===== src/rtl/boron_pkg.sv =====
// Shared definitions for the BORON round engine: block geometry, the 4-bit
// S-box table, the engine FSM encoding and the round-key index width helper.
package boron_pkg;

  localparam int unsigned BLOCK_W = 64;
  localparam int unsigned NIBBLES = 16;

  // S-box table, entry n in bits [4n+3:4n]: E 4 B 1 7 9 C A D 2 0 F 8 5 3 6
  localparam logic [63:0] SBOX_TABLE = 64'h6358_F02D_AC97_1B4E;

  typedef enum logic [1:0] {
    IDLE  = 2'd0,
    RUN   = 2'd1,
    FINAL = 2'd2,
    DONE  = 2'd3
  } state_e;

  // Width needed to index round keys 0..rounds (rounds itself is the whitening key)
  function automatic int unsigned rk_idx_w(input int unsigned rounds);
    return $clog2(rounds + 1);
  endfunction

endpackage


===== src/rtl/boron_round.sv =====
// One combinational BORON round: key add, 16 parallel S-boxes, permutation.
// Ports: i_state   - current 64-bit state
//        i_rk      - 64-bit round key
//        o_state_c - next state (combinational)
module boron_round
  import boron_pkg::*;
(
  input  logic [BLOCK_W-1:0] i_state,
  input  logic [BLOCK_W-1:0] i_rk,
  output logic [BLOCK_W-1:0] o_state_c
);

  logic [BLOCK_W-1:0] w_mix;
  logic [BLOCK_W-1:0] w_sub;

  assign w_mix = i_state ^ i_rk;

  for (genvar n = 0; n < NIBBLES; n++) begin : g_sbox
    s_box u_s_box (
      .i_nib   (w_mix[4*n +: 4]),
      .o_nib_c (w_sub[4*n +: 4])
    );
  end

  permutation_layer u_perm (
    .i_x   (w_sub),
    .o_y_c (o_state_c)
  );

endmodule


===== src/rtl/permutation_layer.sv =====
// BORON 64-bit permutation layer: each 16-bit word is rotated left by
// 1/4/7/9 (word 0..3), then the words are mixed with an invertible XOR network.
// Ports: i_x   - 64-bit substituted state
//        o_y_c - permuted state (combinational)
module permutation_layer
  import boron_pkg::*;
(
  input  logic [BLOCK_W-1:0] i_x,
  output logic [BLOCK_W-1:0] o_y_c
);

  logic [15:0] w_r0;
  logic [15:0] w_r1;
  logic [15:0] w_r2;
  logic [15:0] w_r3;

  assign w_r0 = {i_x[14:0],  i_x[15]};
  assign w_r1 = {i_x[27:16], i_x[31:28]};
  assign w_r2 = {i_x[40:32], i_x[47:41]};
  assign w_r3 = {i_x[54:48], i_x[63:55]};

  // Word 3 folds in words 0 and 1 so the network stays invertible
  assign o_y_c = {w_r3 ^ w_r0 ^ w_r1, w_r2 ^ w_r3, w_r1 ^ w_r2, w_r0 ^ w_r1};

endmodule


===== src/rtl/s_box.sv =====
// 4-bit BORON S-box lookup.
// Ports: i_nib  - input nibble
//        o_nib_c - substituted nibble (combinational)
module s_box
  import boron_pkg::*;
(
  input  logic [3:0] i_nib,
  output logic [3:0] o_nib_c
);

  assign o_nib_c = SBOX_TABLE[{i_nib, 2'b00} +: 4];

endmodule


===== src/rtl/boron_round_engine.sv =====
// Iterative BORON encryption engine: ROUNDS keyed rounds computed UNROLL per
// clock, followed by a final whitening key add. Round keys come from an
// external store addressed by o_rk_idx and must return in the same cycle.
// Optional macro BORON_ABORT_EN adds i_abort to cancel a block in RUN/FINAL.
// Ports: i_clk, i_rst (sync, active-high)
//        i_valid/o_ready/i_msg      - plaintext handshake (accept only in IDLE)
//        o_rk_idx/i_rk              - round-key index out, UNROLL key lanes in
//        o_valid/i_ready/o_cipher   - ciphertext handshake (held in DONE)
//        o_busy                     - high in RUN or FINAL
//        i_abort                    - only with BORON_ABORT_EN
module boron_round_engine
  import boron_pkg::*;
#(
  parameter int unsigned ROUNDS = 25,
  parameter int unsigned UNROLL = 1,
  parameter int unsigned IDX_W  = rk_idx_w(ROUNDS)
) (
  input  logic                      i_clk,
  input  logic                      i_rst,
  input  logic                      i_valid,
  output logic                      o_ready,
  input  logic [BLOCK_W-1:0]        i_msg,
  output logic [IDX_W-1:0]          o_rk_idx,
  input  logic [BLOCK_W*UNROLL-1:0] i_rk,
  output logic                      o_valid,
  input  logic                      i_ready,
  output logic [BLOCK_W-1:0]        o_cipher,
  output logic                      o_busy
`ifdef BORON_ABORT_EN
  ,
  input  logic                      i_abort
`endif
);

  localparam logic [IDX_W-1:0] LAST_IDX = IDX_W'(ROUNDS);
  localparam logic [IDX_W-1:0] STEP     = IDX_W'(UNROLL);

  if ((UNROLL == 0) || ((ROUNDS % UNROLL) != 0)) begin : g_bad_unroll
    $error("boron_round_engine: ROUNDS must be a non-zero multiple of UNROLL");
  end
  if ((ROUNDS >> IDX_W) != 0) begin : g_bad_idx_w
    $error("boron_round_engine: IDX_W too narrow to hold ROUNDS");
  end

  state_e               r_state;
  state_e               w_state_nxt;
  logic [BLOCK_W-1:0]   r_x;
  logic [BLOCK_W-1:0]   w_x_nxt;
  logic [IDX_W-1:0]     r_cnt;
  logic [IDX_W-1:0]     w_cnt_nxt;
  logic [IDX_W-1:0]     w_cnt_step;
  logic [IDX_W-1:0]     w_rk_idx_nxt;
  logic [BLOCK_W-1:0]   w_cipher_nxt;

  logic                 r_ready;
  logic                 r_valid;
  logic                 r_busy;
  logic [IDX_W-1:0]     r_rk_idx;
  logic [BLOCK_W-1:0]   r_cipher;

  // Unrolled round chain: lane j of i_rk feeds round j of this clock
  logic [UNROLL:0][BLOCK_W-1:0] w_chain;

  assign w_chain[0] = r_x;

  for (genvar j = 0; j < UNROLL; j++) begin : g_round
    boron_round u_round (
      .i_state   (w_chain[j]),
      .i_rk      (i_rk[BLOCK_W*j +: BLOCK_W]),
      .o_state_c (w_chain[j+1])
    );
  end

  assign w_cnt_step = r_cnt + STEP;

  // Next-state, datapath and next-output decode
  always_comb begin
    w_state_nxt  = r_state;
    w_x_nxt      = r_x;
    w_cnt_nxt    = r_cnt;
    w_rk_idx_nxt = '0;
    w_cipher_nxt = '0;

    case (r_state)
      IDLE: begin
        if (i_valid) begin
          w_x_nxt     = i_msg;
          w_cnt_nxt   = '0;
          w_state_nxt = RUN;
        end
      end
      RUN: begin
        w_x_nxt   = w_chain[UNROLL];
        w_cnt_nxt = w_cnt_step;
        if (w_cnt_step == LAST_IDX) begin
          w_state_nxt = FINAL;
        end
      end
      FINAL: begin
        w_x_nxt     = r_x ^ i_rk[BLOCK_W-1:0];
        w_state_nxt = DONE;
      end
      DONE: begin
        if (i_ready) begin
          w_state_nxt = IDLE;
        end
      end
    endcase

`ifdef BORON_ABORT_EN
    if (i_abort && ((r_state == RUN) || (r_state == FINAL))) begin
      w_state_nxt = IDLE;
      w_x_nxt     = '0;
      w_cnt_nxt   = '0;
    end
`endif

    // Outputs are registered, so decode them from the upcoming state
    case (w_state_nxt)
      RUN:     w_rk_idx_nxt = w_cnt_nxt;
      FINAL:   w_rk_idx_nxt = LAST_IDX;
      default: w_rk_idx_nxt = '0;
    endcase
    if (w_state_nxt == DONE) begin
      w_cipher_nxt = w_x_nxt;
    end
  end

  // State, datapath and output registers
  always_ff @(posedge i_clk) begin
    if (i_rst) begin
      r_state  <= IDLE;
      r_x      <= '0;
      r_cnt    <= '0;
      r_ready  <= 1'b1;
      r_valid  <= 1'b0;
      r_busy   <= 1'b0;
      r_rk_idx <= '0;
      r_cipher <= '0;
    end else begin
      r_state  <= w_state_nxt;
      r_x      <= w_x_nxt;
      r_cnt    <= w_cnt_nxt;
      r_ready  <= (w_state_nxt == IDLE);
      r_valid  <= (w_state_nxt == DONE);
      r_busy   <= (w_state_nxt == RUN) || (w_state_nxt == FINAL);
      r_rk_idx <= w_rk_idx_nxt;
      r_cipher <= w_cipher_nxt;
    end
  end

  assign o_ready  = r_ready;
  assign o_valid  = r_valid;
  assign o_busy   = r_busy;
  assign o_rk_idx = r_rk_idx;
  assign o_cipher = r_cipher;

endmodule


===== config.mk =====
export PLATFORM = sky130hd
export DESIGN_NAME = boron_round_engine
export DESIGN_NICKNAME = d
export VERILOG_FILES = /design/src/rtl/boron_pkg.sv /design/src/rtl/boron_round.sv /design/src/rtl/permutation_layer.sv /design/src/rtl/s_box.sv /design/src/rtl/boron_round_engine.sv
export SDC_FILE = /design/constraint.sdc
export NUM_CORES = 1
export LEC_CHECK = 0
export ABC_AREA = 1
export CAP_MARGIN = 20
export CORE_MARGIN = 5
export CORE_UTILIZATION = 43
export DETAILED_ROUTE_END_ITERATION = 12
export PLACE_DENSITY_LB_ADDON = 0.25
export SLEW_MARGIN = 20
export SYNTH_ARGS = -nofsm -noshare
export SYNTH_HDL_FRONTEND = slang
export SYNTH_SLANG_ARGS = --single-unit

===== constraint.sdc =====
create_clock -name i_clk -period 2.6 [get_ports i_clk]
set_input_delay 0.39 -clock i_clk [delete_from_list [all_inputs] [get_ports i_clk]]
set_output_delay 0.39 -clock i_clk [all_outputs]
set_load 0.005 [all_outputs]

* After elaboration in Yosys (flattened, before gate mapping)
Cells that the tools add are included.
** Word-level totals
- Bits in registers :: 143
- Input port bits :: 132
- Output and inout port bits :: 72
- Logic and storage cells :: 52
** Cells by class
- Add/subtract/negate cells :: 1
- Equality and inequality tests :: 7
- Shift operators :: 16
- Muxes and demuxes :: 9
- Bitwise operators :: 7
- Reduce and logical (&&, ||, !) cells :: 4
** Operators by type and width (number)
- $shiftx 64x7->4 const A :: 16
- $pmux 64 s3 :: 1
- $xor 16x16->16 :: 5
- $mux 64 :: 1
- $xor 64x64->64 :: 1
- $pmux 5 s2 :: 2
- $eq 2x2->1 const B :: 4
- $pmux 2 s4 :: 1
- $mux 2 :: 3
- $add 5x1->5 const B :: 1
- $eq 5x5->1 const B :: 1
- $mux 5 :: 1
- $eq 2x1->1 const B :: 2
- $logic_not 2->1 :: 2
- $reduce_or 2->1 :: 1
- $logic_or 1x1->1 :: 1
- $not 1->1 :: 1

* Depth between registers and ports, before layout
Gate-level depths: netlist of the first run.
- Depth after elaboration :: 7
- Mapped depth :: 17
- Mapped depth without buffers :: 17

* Hierarchy
Synthesis of the first run repeated with hierarchy kept, for this count alone.
** Second synthesis, totals
- Cell total of the unflattened synthesis :: 1967
- Area, all modules :: 11642.4 um^2
** By module, submodules not included
- boron_round_engine :: instances 1, cells an instance 847, area each 6397.4 um^2, seq. area each 2862.7 um^2
- s_box :: instances 16, cells an instance 37, area each 188.9 um^2, seq. area each 0.0 um^2
- boron_round :: instances 1, cells an instance 320, area each 1201.2 um^2, seq. area each 0.0 um^2
- permutation_layer :: instances 1, cells an instance 208, area each 1021.0 um^2, seq. area each 0.0 um^2

* Least setup slack after synthesis of the first run
OpenSTA, ideal clock, no wires.
- Path type :: input to register
- Start point :: input i_rk[44]
- End point :: register r_x[35]
- Library setup time :: 65 ps
- Data arrival time :: 1753 ps
- Data required time :: 2535 ps
- Path slack :: 782 ps
- Stages :: 11
- Path buffers :: 0
- Cells stage by stage :: xnor2_1 ha_1 nand2_1 nand2_1 o21ai_0 inv_1 nand2_1 nand3_1 nand2_1 o21ai_0 nor2_1
** On the way
- Longest elaborated chain between the ends :: 4
** Ends and longest elaborated chain
- from (decl) :: line boron_round_engine.sv:24 : input logic [BLOCK_W*UNROLL-1:0] i_rk,
- $xor 64x64->64 :: line boron_round.sv:16 : assign w_mix = i_state ^ i_rk;
- $shiftx 64x7->4 :: line s_box.sv:11 : assign o_nib_c = SBOX_TABLE[{i_nib, 2'b00} +: 4];
- $xor 16x16->16 :: line permutation_layer.sv:23 : assign o_y_c = {w_r3 ^ w_r0 ^ w_r1, w_r2 ^ w_r3, w_r1 ^ w_r2, w_r0 ^ w_r1};
- $pmux 64 s3 :: line boron_round_engine.sv:84 : case (r_state)
- to (signal assigned) :: line boron_round_engine.sv:142 : r_x <= w_x_nxt;
- to (decl) :: line boron_round_engine.sv:47 : logic [BLOCK_W-1:0] r_x;
Every way passes these cells.
A chain may end at the register's enable or synchronous reset.

* Worst setup path after layout of the first run
- Start point :: input i_rk[28]
- End point :: register r_cipher[16], in the netlist o_cipher[16]
** On the way
- Longest elaborated chain between the ends :: 4
** Ends and longest elaborated chain
- $xor 64x64->64 :: line boron_round.sv:16
- $shiftx 64x7->4 :: line s_box.sv:11
- $xor 16x16->16 :: line permutation_layer.sv:23
- $pmux 64 s3 :: line boron_round_engine.sv:84
- to (signal assigned) :: line boron_round_engine.sv:148 : r_cipher <= w_cipher_nxt;
- to (decl) :: line boron_round_engine.sv:59 : logic [BLOCK_W-1:0] r_cipher;
Every way passes these cells.

==> out/qor.yml, run 1 <==
postSynth.asyncResetShare_pct: 0
fin_util_pct: 58.1
syn_area_um2: 10700
placed_area_um2: 13500
hold_buffers: 0
fmax_mhz: 431
critPathKind: "in2reg"
final_antenna_net_count: 0
ys_seq_elements: 143
initial_utilization_pct: 43.8
synth_flop_cell: "dfxtp_1"
stdcell_count: 2404
placed_cells: 2372
netlist_instances: 1825
maxSlewViolCount: 0
antenna_found_initial: 1
setup_viol: 0
stdcell_area_um2: 14200
area_delta_synth_final_pct: 32.6
port_buffers: 203
rsz0062_at_grt: "false"
grt_overflow: 0
holdWs_ps: 304
final.min_clock_period_ps: 2320
yosys.cell_count.top_type: "nand2_1"
post-cts-setup-buffers: 0
yosysSeqAreaShare_pct: 26.8
viasPerCell: 5.24
peakVddDrop_v: 0.000401
die_h_um: 168
relSlewSlack_pct: 52.6
vias: 12600
post_cts_resized: 0
io_pins: 204
cts-root-buf: "clkbuf_16"
wire_per_inst_um: 16.6
timing.max_cap.violations: 0
cts.sinks: 143
p_per_area_nw_per_um2: 691
worst_slew_pin_slew_ps: 710
path_max_fanout: 5
grt_pass1_vias: 11800
cts_tree: "yes"
synth_top_area_cell: "dfxtp_1"
drtIter0Drc: 1059
finalClockSkew_ps: 9.02
clock_path_buffers: 2
status: "complete, no violations"
synth_edf_count: 0
yosys.area.top_type_share_pct: 26.8
h-tree-depth: 4
drc: 0
syn_area_per_cell_um2: 5.85
cts_buffers: 17
dieArea_um2: 28100
cp-end-kind: "flop"
hpwl_um: 30600
yosys_warnings: 0
final-seq-area_um2: 2860
dieWidth_um: 168
gr-usage-all-layers_pct: 27.7
critPathLaunchType: "input pin"
setup-tns-final_ps: 0
cts.clk_slew.worst_paths_ps: 70
fillCellCount: 2410
dp_slack_ps: -119
multiInputGateArea_um2: 6940
place.gp.congestion: 0.974
finalCritPeriodShare_pct: 89.2
worstPathArrival_ps: 2630
synth_common_cells: "nand2_1, nor2_1, nand3_1"
drt_pass1_iterations: 6
critPathRequiredTime_ps: 2910
drt-total-wl_um: 40000
leakagePower_nw: 7.06
hp-class: "in2reg"
ys_types: 33
synthTopCellsByArea: "dfxtp_1, nand2_1, nand3_1, nor2_1, inv_1"
grt_max_degree: 74
power_mw: 9.80
clock_latency_ps: 430
hold_viol: 0
finalNetCount: 2229
rows: 57
grt_pass1_wl_um: 63000
drive_gt1_share_pct: 8.22
fin_ws_ps: 280
synth_nets: 1987
diodes: 0
core_area_um2: 24400
[cell usage in the layout, fill, tap and decap left out, types with 8 or more instances in the layout]
cell type	synthesis	final
nand2_1	746	745
clkdlybuf4s50_1	0	201
nor2_1	182	182
nand3_1	169	169
inv_1	154	153
dfxtp_1	143	143
o21ai_0	112	112
buf_4	1	76
a21oi_1	51	51
ha_1	30	30
o21ai_1	28	28
xnor2_1	25	25
xor2_1	24	24
o221a_2	18	18
nor3_1	17	17
clkbuf_16	0	17
a211oi_1	15	15
a221oi_1	9	9
or2_2	8	8
[critical path, stage by stage]
cell	delay [ps]
clkdlybuf4s50_1	450
xnor2_1	250
ha_1	300
nand2_1	170
nand2_1	70
nand2_1	60
nand2_1	100
o21ai_0	560
nand2_1	110
nand2_1	110
nor2_1	40
[state kept, by name, summed over array words and instances (netlist names)]
name      flops
r_cnt         5
r_x          64
o_rk_idx      5
o_cipher     64
o_busy        1
o_ready       1
o_valid       1
r_state       2
[final timing paths]
| kind | from | to | slack (ps) | cells after the start |
|---|---|---|---|---|
| min reg2reg | r_cnt[4]$_SDFF_PP0_ | r_cnt[4]$_SDFF_PP0_ | 490 | 2 |
| max reg2reg | r_x[28]$_SDFF_PP0_ | o_cipher[16]$_SDFF_PP0_ | 330 | 10 |
| max | i_rk[28] | o_cipher[16]$_SDFF_PP0_ | 280 | 11 |
| min | i_rst | r_state[0]$_SDFF_PP0_ | 300 | 4 |
[cells by family after synthesis]
group | Yosys count | share of synthesized area (%)
AO/OA/AOI/OAI | 240 | 13.2
buffers and inverters | 221 | 8.28
adder cells (fa/ha/maj) | 30 | 3.51
XOR/XNOR | 61 | 5.84
AND/OR/NAND/NOR | 1130 | 42.4
flip-flops | 143 | 26.8
[where the power goes]
part / internal, mW / switching [mW] / total, mW
Sequential: 2.34 / 0.155 / 2.50
Combinational: 1.60 / 2.78 / 4.38
Clock: 1.75 / 1.17 / 2.91
Total: 5.69 / 4.11 / 9.80
[per-layer routing]
metal	GRT usage [%]	share of wire [%]	vias to the layer above
li1	-	-	6312
met1	37.4	45	5753
met2	46.2	46	463
met3	4.93	7.3	59
met4	6.63	1.8	2
met5	0	0.032	-
[final cells by class]
| cell class | count | area share, % |
|---|---|---|
| Clock buffer | 17 | 3.00 |
| Clock inverter | 15 | 1.73 |
| Inverter | 160 | 4.24 |
| Multi-Input combinational cell | 1461 | 49.0 |
| Sequential cell | 143 | 20.2 |
| Tap cell | 324 | 2.86 |
| Timing Repair Buffer | 284 | 19.0 |
Power figures use the tool's default switching activity.
==> inputs of run 2 (changes only) <==
Settings changed: SETUP_SLACK_MARGIN from default to 0.1.
==> run 2 against run 1 <==
Flip-flop and latch count unchanged. Register-to-register slack about the same. Largest cell class unchanged. Clock-buffer cell count unchanged. Largest power group unchanged. Fmax increased by 0.38%. Wire length about the same. Die area unchanged. Worst hold slack about the same. Critical path depth unchanged. Critical endpoint unchanged. Via count about the same.
==> out/qor.yml, run 2 (same netlist as run 1, synthesis figures left out) <==
drt_pass1_iterations: 6  # unchanged
hpwl_um: 30600  # unchanged
peakVddDrop_v: 0.000401  # about the same
rsz0062_at_grt: "false"
h-tree-depth: 4  # unchanged
drc: 0  # unchanged
antenna_found_initial: 1  # unchanged
cp.buffers_inverters: 1  # unchanged
power_mw: 9.80  # about the same
viasPerCell: 5.24  # about the same
reg2reg_slack_ps: 340  # about the same
place.gp.congestion: 0.974  # unchanged
crit_cells: 11  # unchanged
grt_overflow: 0  # unchanged
die_h_um: 168  # unchanged
timing.rr.start: "r_x[28]$_SDFF_PP0_"
grt_pass1_vias: 11800  # unchanged
cts.sinks: 143  # unchanged
leakagePower_nw: 7.07  # about the same
port_buffers: 203  # unchanged
cp-end-kind: "flop"
maxSlewViolCount: 0  # unchanged
hold_buffers: 0  # unchanged
placed_area_um2: 13500  # unchanged
layout_commonest_cell: "nand2_1"
rows: 57  # unchanged
path_cells: "clkdlybuf4s50_1 -> xnor2_1 -> ha_1 -> nand2_1 -> nand2_1 -> nand2_1 -> nand2_1 -> o21ai_0 -> nand2_1 -> nand2_1 -> nor2_1"
io_pins: 204  # unchanged
timing.max_cap.violations: 0  # unchanged
core_area_um2: 24400  # unchanged
grt_max_degree: 74  # unchanged
drt-total-wl_um: 40000  # about the same
clock_path_buffers: 2  # unchanged
path_max_fanout: 5  # unchanged
final.min_clock_period_ps: 2310  # -8.85 ps
grt_pass1_wl_um: 63000  # unchanged
cpPeakStageDelay_ps: 550  # about the same
gr-usage-all-layers_pct: 27.7  # unchanged
drtIter0Drc: 1044  # -1.4%
cts-root-buf: "clkbuf_16"
worst_slew_pin_slew_ps: 718  # +7.72 ps
path_delay_family: "simple AND/OR/NAND/NOR gates"
cts.clk_slew.worst_paths_ps: 70  # about the same
critPathLaunch: "i_rk[28]"
dieWidth_um: 168  # unchanged
final_antenna_net_count: 0  # unchanged
finalClockSkew_ps: 9.20  # +0.176 ps
critPathLaunchType: "input pin"
relSlewSlack_pct: 52.1  # -0.52 points
crit_end: "o_cipher[16]$_SDFF_PP0_"
worstPathArrival_ps: 2620  # about the same
stdcell_area_um2: 14200  # about the same
hold_viol: 0  # unchanged
finalCritPeriodShare_pct: 88.9  # -0.34 points
cts_buffers: 17  # unchanged
vias: 12600  # +0.064%
clock_latency_ps: 430  # about the same
initial_utilization_pct: 43.8  # unchanged
critPathRequiredTime_ps: 2900  # about the same
setup_viol: 0  # unchanged
slowest_stage: "o21ai_0"
finalNetCount: 2229  # unchanged
area_delta_synth_final_pct: 32.7  # about the same
ff2ff_path_depth: 10  # unchanged
wire_per_inst_um: 16.6  # about the same
critPathKind: "in2reg"
regToRegEndpoint: "o_cipher[16]$_SDFF_PP0_"
diodes: 0  # unchanged
crit_top_cell: "nand2_1"
status: "complete, no violations"
mostFrequentLayoutCells: "nand2_1, clkdlybuf4s50_1, nor2_1"
drive_gt1_share_pct: 8.27  # +0.048 points
setup-tns-final_ps: 0  # unchanged
fmax_mhz: 433  # +0.38%
dieArea_um2: 28100  # unchanged
p_per_area_nw_per_um2: 691  # about the same
hp-class: "in2reg"
cts_tree: "yes"
==> run 2: cell count changes in the layout (fill, tap and decap cells not counted) <==
cell / delta
xnor2_1: -1
xnor2_2: +1
==> run 2: routing by layer <==
metal	up-vias	track usage [%]	wire, um
met5	-	0	13
met4	2	6.63	738
met3	58	4.93	2920
met2	467	46.2	18500
met1	5759	37.4	17900
li1	6311	-	-
==> run 2: how the worst min path moves through the flow <==
stage	from	end	depth (start not counted)
after floorplan	r_cnt[4]$_SDFF_PP0_	r_cnt[4]$_SDFF_PP0_	2
after global placement	r_cnt[4]$_SDFF_PP0_	r_cnt[4]$_SDFF_PP0_	2
after detailed placement	r_cnt[4]$_SDFF_PP0_	r_cnt[4]$_SDFF_PP0_	2
after CTS	i_rst	r_state[0]$_SDFF_PP0_	4
after global routing	i_rst	r_state[0]$_SDFF_PP0_	4
final	i_rst	r_state[0]$_SDFF_PP0_	4
==> run 2: worst register-to-register path: stages (launching register included) <==
cell and delay (ps):
dfxtp_1 430, xnor2_1 180, ha_1 300, nand2_1 170, nand2_1 70, nand2_1 60
nand2_1 110, o21ai_0 560, nand2_1 110, nand2_1 110, nor2_1 40
==> run 2: layout make-up <==
cell class              count  area, um^2
fillers                  2409       10200
multi-input cells        1461        6950
flip-flops and latches    143        2860
repair buffers            284        2690
inverters                 160         601
clock buffers              17         425
well taps                 324         405
clock inverters            15         245
==> run 2: stage by stage <==
step | hold slack [ps] | util [%] | std cells | setup slack, ps
final | 305 | 58.1 | 2404 | 289
after global routing | 321 | 58.1 | 2404 | 162
after CTS | 289 | 58.1 | 2404 | 314
after detailed placement | 476 | 55.3 | 2372 | -119
after global placement | 468 | 55.3 | 2372 | -114
after floorplan | 457 | - | 1825 | 782
==> run 2: power breakdown <==
group | internal [mW] | total, mW | switching, mW
sequential | 2.34 | 2.50 | 0.156
combinational | 1.60 | 4.39 | 2.78
clock | 1.75 | 2.91 | 1.17
total | 5.69 | 9.80 | 4.11
==> run 2: repair_timing <==
action                     CTS  global route
buffers inserted             0             0
setup endpoints to repair    0             2
gates resized for setup      0             1
hold endpoints to repair     0             0
==> inputs of run 3 (changes only) <==
Settings changed: SLEW_MARGIN 20 to 10.
==> results of run 3 <==
No change in the layout: final DEF, timing and power equal those of run 2.
==> patch 1: new RTL, config.mk and constraints of run 3 <==
The parameter `ROUNDS` goes from 25 to 50.
--- a/src/rtl/boron_round_engine.sv
+++ b/src/rtl/boron_round_engine.sv
@@ -11,7 +11,7 @@
 module boron_round_engine
   import boron_pkg::*;
 #(
-  parameter int unsigned ROUNDS = 25,
+  parameter int unsigned ROUNDS = 50,
   parameter int unsigned UNROLL = 1,
   parameter int unsigned IDX_W  = rk_idx_w(ROUNDS)
 ) (
Ports: changed (resized o_rk_idx); port bits go from 204 to 205. No check against the original RTL was run, so the function may have changed too.
==> patch 1 against run 3 <==
Sequential cell count grew 2. Setup slack better by 3.8 ps. Area after synthesis up 0.96%. Clock power down 15%. Total power grew 0.43%. Count of clock-buffer cells in the layout increased by 3. Design area is 0.15% higher. First-iteration DRC count grew 28%. Hold slack worse by 88 ps. Via count grew 1.9%. Synthesized cell count increased by 0.49%. Combinational power is 9.1% higher. Non-clock buffer count down 1. Wire length rose by 1.3%. Critical path type unchanged. Highest routed layer is now met4.
==> patch 1: results (changes against run 3) <==
.. list-table::
   :header-rows: 1

   * - Metric
     - Value
   * - Top post-synthesis cells by area
     - dfxtp_1, nand2_1, nand3_1
   * - Xor/xnor share of the synthesized area
     - 0.0632 (+0.00478)
   * - Final net count
     - 2242 (+0.58%)
   * - DR vias/cell
     - 5.30 (+1.1%)
   * - Standby leakage power
     - 0.00701 µW (-0.83%)
   * - Layout cells sized above 1
     - 0.0784 (-0.00434)
   * - Worst r2r dst
     - r_x[25]$_SDFF_PP0_
   * - Clock transition at the registers of the reported paths
     - 70 ps (about the same)
   * - Cell depth of the worst min-delay path
     - 2 (-2)
   * - Beginning of the worst register-to-register path
     - r_x[20]$_SDFF_PP0_
   * - Number of levels in the clock H-tree
     - 4 (unchanged)
   * - Number of instances in the placed design
     - 2391 (+0.80%)
   * - Post-Place Worst Slack
     - -125 ps (-5.59 ps)
   * - Wire per inst
     - 16.7 µm (+0.51%)
   * - Cell area after placement
     - 0.0136 mm² (+0.89%)
   * - Unique masters post-synth
     - 36 (+9.1%)
   * - Fraction of the mapped netlist area in compound gates
     - 0.126 (-0.00601)
   * - Data arrival time of the critical path
     - 2610 ps (about the same)
   * - Pin count of the biggest net entering global routing
     - 78 (+5.4%)
   * - Crit path launch
     - i_rk[20]
   * - Total nets after synthesis
     - 1996 (+0.45%)
   * - Sequential element share of the synthesized area
     - 0.269 (+0.00116)
   * - Crit path largest cell delay
     - 480 ps (-70 ps)
   * - Worst min-delay path endpoint
     - o_valid$_SDFF_PP0_
   * - Detailed-route wire length
     - 40500 µm (+1.3%)
   * - Int Power
     - 5510 µW (-3.3%)
   * - Wire length of the first global-routing pass
     - 63100 µm (+0.15%)
   * - Adder-cell share of the synthesized area
     - 0.0348 (-0.000334)
   * - Antenna violations before repair
     - 0 (-1)
   * - Count of buffers from port buffering
     - 204 (+0.49%)
   * - Fill count
     - 2439 (+1.2%)
   * - Syn_area_per_cell
     - 5.88 µm² (+0.46%)
   * - Max rail drop VDD
     - 0.000395 V (-1.6%)
   * - Initial detailed-routing violation count
     - 1340 (+28%)
   * - Cell with the largest stage delay on the worst path
     - clkdlybuf4s50_1
   * - Actual slew at the worst max-slew pin
     - 568 ps (-150 ps)
   * - Final clock skew
     - 11.3 ps (+2.12 ps)
   * - Worst R2R Path Depth
     - 13 (+3)
   * - Top post-synthesis cells by count
     - nand2_1, nand3_1, nor2_1
   * - Sum of net half-perimeters after detailed placement
     - 30700 µm (+0.47%)
   * - Routability-driven placement congestion ratio
     - 1.03 (+5.9%)
   * - Vias in the first global route
     - 11900 (+0.86%)
   * - Run status
     - completed
   * - GRT Util Overall
     - 0.278 (+0.000822)
## patch 1: cell count changes in the layout (fill, tap and decap cells not counted), sizes merged, moves of 7 or more
cell	change
nor2	-14
nand3	+14
nand2	+15
a21oi	-7
nor3	-14
o221a	-17
a22oi	+8
o22ai	+11
## patch 1: per-stage QoR
| stage | hold WS (ps) | util | power (µW) |
|---|---|---|---|
| global route | 238 | 0.569 | 10500 |
| floorplan | 457 | - | 5590 |
| finish | 217 | 0.569 | 9840 |
| CTS | 217 | 0.569 | 9770 |
| detailed placement | 481 | 0.546 | 7270 |
| global placement | 468 | 0.546 | 7200 |
## patch 1: routing by layer
metal  part of all wire  GRT usage  vias to the layer above
li1                   -          -                     6328
met5                  0          0                        -
met3              0.094     0.0505                       88
met1               0.43      0.376                     5798
met2               0.45      0.444                      628
met4              0.032      0.101                        0
## patch 1: final cells by class
| class | instances | area (µm²) | area share |
|---|---|---|---|
| clock buffers | 20 | 457 | 0.0322 |
| inverters | 165 | 619 | 0.0436 |
| flip-flops and latches | 145 | 2900 | 0.204 |
| multi-input cells | 1468 | 7010 | 0.494 |
| clock inverters | 12 | 123 | 0.00864 |
| well taps | 330 | 413 | 0.0291 |
| repair buffers | 283 | 2680 | 0.188 |
## patch 1: worst reg2reg max path: stages (launching register included)
cell and delay (ps):
dfxtp_1 330, inv_1 70, nand2_1 50, nand2_1 100, inv_1 70, ha_1 300
inv_1 60, nand2_1 80, nand3_1 110, nand2_1 210, o21ai_0 480, nand2_1 100
o21ai_0 130, nor2_1 60
## patch 1: logic make-up (layout without fill, tap and decap cells)
| family | count (synthesis) | in the layout |
|---|---|---|
| fa+ha+maj | 30 | 30 |
| buf+inv | 221 | 480 |
| simple gates | 1134 | 1134 |
| flops | 145 | 145 |
| compound gates | 242 | 242 |
| xor+xnor | 62 | 62 |
## patch 1: power by group through the flow
| stage | clock network, µW | registers [µW] | logic (µW) |
|---|---|---|---|
| finish | 2480 | 2570 | 4790 |
| global route | 2600 | 2600 | 5320 |
| CTS | 2520 | 2570 | 4690 |
| detailed placement | 0 | 2610 | 4660 |
| global placement | 0 | 2600 | 4590 |
| floorplan | 0 | 2580 | 3000 |
## patch 1: worst max-delay path by stage
stage / to / slack, ps / cells after the start
5_1_grt: o_cipher[25]$_SDFF_PP0_ / 170 / 13
2_1_floorplan: o_cipher[33]$_SDFF_PP0_ / 780 / 13
6_report: r_x[25]$_SDFF_PP0_ / 290 / 13
3_5_place_dp: o_cipher[25]$_SDFF_PP0_ / -120 / 13
4_1_cts: r_x[25]$_SDFF_PP0_ / 330 / 13
3_3_place_gp: o_cipher[25]$_SDFF_PP0_ / -100 / 13
==> patch 2: new RTL, flow settings as in run 3 <==
Made on the original files. The 4 states of `state_e` get a one-hot encoding in 4 bits.
--- a/src/rtl/boron_pkg.sv
+++ b/src/rtl/boron_pkg.sv
@@ -8,11 +8,11 @@
   // S-box table, entry n in bits [4n+3:4n]: E 4 B 1 7 9 C A D 2 0 F 8 5 3 6
   localparam logic [63:0] SBOX_TABLE = 64'h6358_F02D_AC97_1B4E;
 
-  typedef enum logic [1:0] {
-    IDLE  = 2'd0,
-    RUN   = 2'd1,
-    FINAL = 2'd2,
-    DONE  = 2'd3
+  typedef enum logic [3:0] {
+    IDLE  = 4'b0001,
+    RUN   = 4'b0010,
+    FINAL = 4'b0100,
+    DONE  = 4'b1000
   } state_e;
 
   // Width needed to index round keys 0..rounds (rounds itself is the whitening key)
Check against the original RTL: same outputs for any inputs over 10 cycles, from zero or initial values and one cycle with i_rst high; not proved beyond that.
==> patch 2 against run 3 <==
Area after synthesis decreased by 4.8%. Total power shrank 9.0%. Via count decreased by 7.1%. Sequential cell count increased by 2. Wire length fell by 12%. Design area down 5.6%. Setup slack improved by 46 ps. Count of clock-buffer cells in the layout is the same. Critical endpoint is now r_x[2]$_SDFF_PP0_. Largest power group unchanged.
==> patch 2: results (changes against run 3) <==
.. list-table::
   :header-rows: 1

   * - Metric
     - Value
   * - Vias in the first global route
     - 11000 (-6.2%)
   * - Adder-cell share of the synthesized area
     - 0.0271 (-0.00806)
   * - Vias
     - 11700 (-7.1%)
   * - Total CTS buffers
     - 17 (unchanged)
   * - Standby leakage power
     - 0.00713 µW (+0.84%)
   * - End point of the critical path
     - r_x[2]$_SDFF_PP0_
   * - Crit-path max FO
     - 4 (-1)
   * - Pin count of the biggest net entering global routing
     - 46 (-38%)
   * - Headroom to the max-slew limit
     - 0.528 (+0.00753)
   * - Number of instances in the placed design
     - 2325 (-2.0%)
   * - Initial detailed-routing violation count
     - 857 (-18%)
   * - Final net count
     - 2179 (-2.2%)
   * - Top post-synthesis cells by area
     - nand2_1, dfxtp_1, inv_1
   * - Top post-synthesis cells by count
     - nand2_1, inv_1, dfxtp_1
   * - Crit path largest cell delay
     - 510 ps (-40 ps)
   * - Sum of net half-perimeters after detailed placement
     - 27900 µm (-8.8%)
   * - Fraction of the mapped netlist area in compound gates
     - 0.0666 (-0.0652)
   * - Count of mapped cells out of synthesis
     - 1792 (-1.8%)
   * - Post-Place Worst Slack
     - -195 ps (-75.6 ps)
   * - Worst Hold Class
     - reg2reg
   * - Unique masters post-synth
     - 38 (+15%)
   * - Fill count
     - 2365 (-1.8%)
   * - Beginning of the worst register-to-register path
     - r_state[3]$_SDFF_PP0_
   * - Top FF cell, synth
     - dfxtp_1
   * - Antenna violations before repair
     - 2 (+1)
   * - Wire per inst
     - 14.9 µm (-10%)
   * - Number of non-filler instances in the completed layout
     - 2358 (-1.9%)
   * - Length of routed met2 wiring
     - 16600 µm (-10%)
   * - Wire length of the first global-routing pass
     - 55400 µm (-12%)
   * - Worst r2r dst
     - r_x[0]$_SDFF_PP0_
   * - Data arrival time of the critical path
     - 2570 ps (-50 ps)
   * - Clock transition at the registers of the reported paths
     - 70 ps (about the same)
   * - Run status
     - completed
   * - Routed metal-1 wirelength
     - 15000 µm (-16%)
   * - Routed length on met3
     - 2670 µm (-8.6%)
   * - Sequential element share of the synthesized area
     - 0.286 (+0.0175)
   * - Xor/xnor share of the synthesized area
     - 0.0395 (-0.0189)
   * - Max rail drop VDD
     - 0.000395 V (-1.4%)
   * - Final clock skew
     - 12.7 ps (+3.53 ps)
   * - Shortest clock period the worst path allows after layout
     - 2260 ps (-46.1 ps)
   * - Total nets after synthesis
     - 1946 (-2.1%)
   * - Layout cells sized above 1
     - 0.0505 (-0.0322)
   * - DRT Pass-1 Iters
     - 7 (+1)
   * - Cell with the largest stage delay on the worst path
     - clkdlybuf4s50_1
   * - Routability-driven placement congestion ratio
     - 0.997 (+2.3%)
   * - GRT Util Overall
     - 0.261 (-0.0160)
   * - Minimum setup slack among reg-to-reg paths
     - 380 ps (+40 ps)
   * - Post-CTS Setup Repair Bufs
     - 0 (unchanged)
-- patch 2: cells by family after synthesis --
logic type | Yosys count
AO/OA/AOI/OAI | 114
XOR/XNOR | 45
adder cells (fa/ha/maj) | 22
buffers and inverters | 290
flip-flops | 145
AND/OR/NAND/NOR | 1176
-- patch 2: timing repair --
action	4_1_cts	5_1_grt
hold buffers	0	0
endpoints found under the setup margin	0	1
gates resized for setup	0	1
-- patch 2: layout make-up --
type | instances | area share
antenna | 1 | 0.000187
clock buffer | 17 | 0.0318
clock inverter | 15 | 0.0105
inverter | 249 | 0.0698
multi-input combinational | 1357 | 0.458
sequential | 145 | 0.217
tap | 319 | 0.0298
timing repair buffer | 255 | 0.183
-- patch 2: worst min-delay path by stage --
stage / from / to / slack [ps] / cells after the start
finish: r_cnt[4]$_SDFF_PP0_ / r_cnt[4]$_SDFF_PP0_ / 480 / 2
global route: r_cnt[3]$_SDFF_PP0_ / r_cnt[3]$_SDFF_PP0_ / 520 / 2
CTS: r_cnt[4]$_SDFF_PP0_ / r_cnt[4]$_SDFF_PP0_ / 480 / 2
detailed placement: r_cnt[4]$_SDFF_PP0_ / r_cnt[4]$_SDFF_PP0_ / 470 / 2
global placement: r_cnt[4]$_SDFF_PP0_ / r_cnt[4]$_SDFF_PP0_ / 460 / 2
floorplan: r_cnt[4]$_SDFF_PP0_ / r_cnt[4]$_SDFF_PP0_ / 450 / 2
-- patch 2: stage by stage --
stage	utilization	TNS, ps	area, µm²
3_3_place_gp	0.548	-473	12800
3_5_place_dp	0.548	-763	12800
2_1_floorplan	-	0	10200
6_report	0.572	0	13400
5_1_grt	0.572	0	13400
4_1_cts	0.572	0	13400
-- patch 2: metal layers --
metal  vias to the layer above  global-route usage
li1                       5975                   -
met3                        61              0.0535
met2                       422               0.443
met5                         -                   0
met4                         2              0.0873
met1                      5247               0.331
-- patch 2: where the power goes --
group	switching, µW	internal, µW	leakage [µW]
registers	118	2380	0.00118
clock network	1160	1270	0.000280
logic	2620	1360	0.00567
-- patch 2: critical path: cells and delay by family --
family | cells | cell delay (ps)
buffers and inverters | 5 | 810
AO/OA/AOI/OAI | 1 | 130
adder cells (fa/ha/maj) | 1 | 300
AND/OR/NAND/NOR | 9 | 930
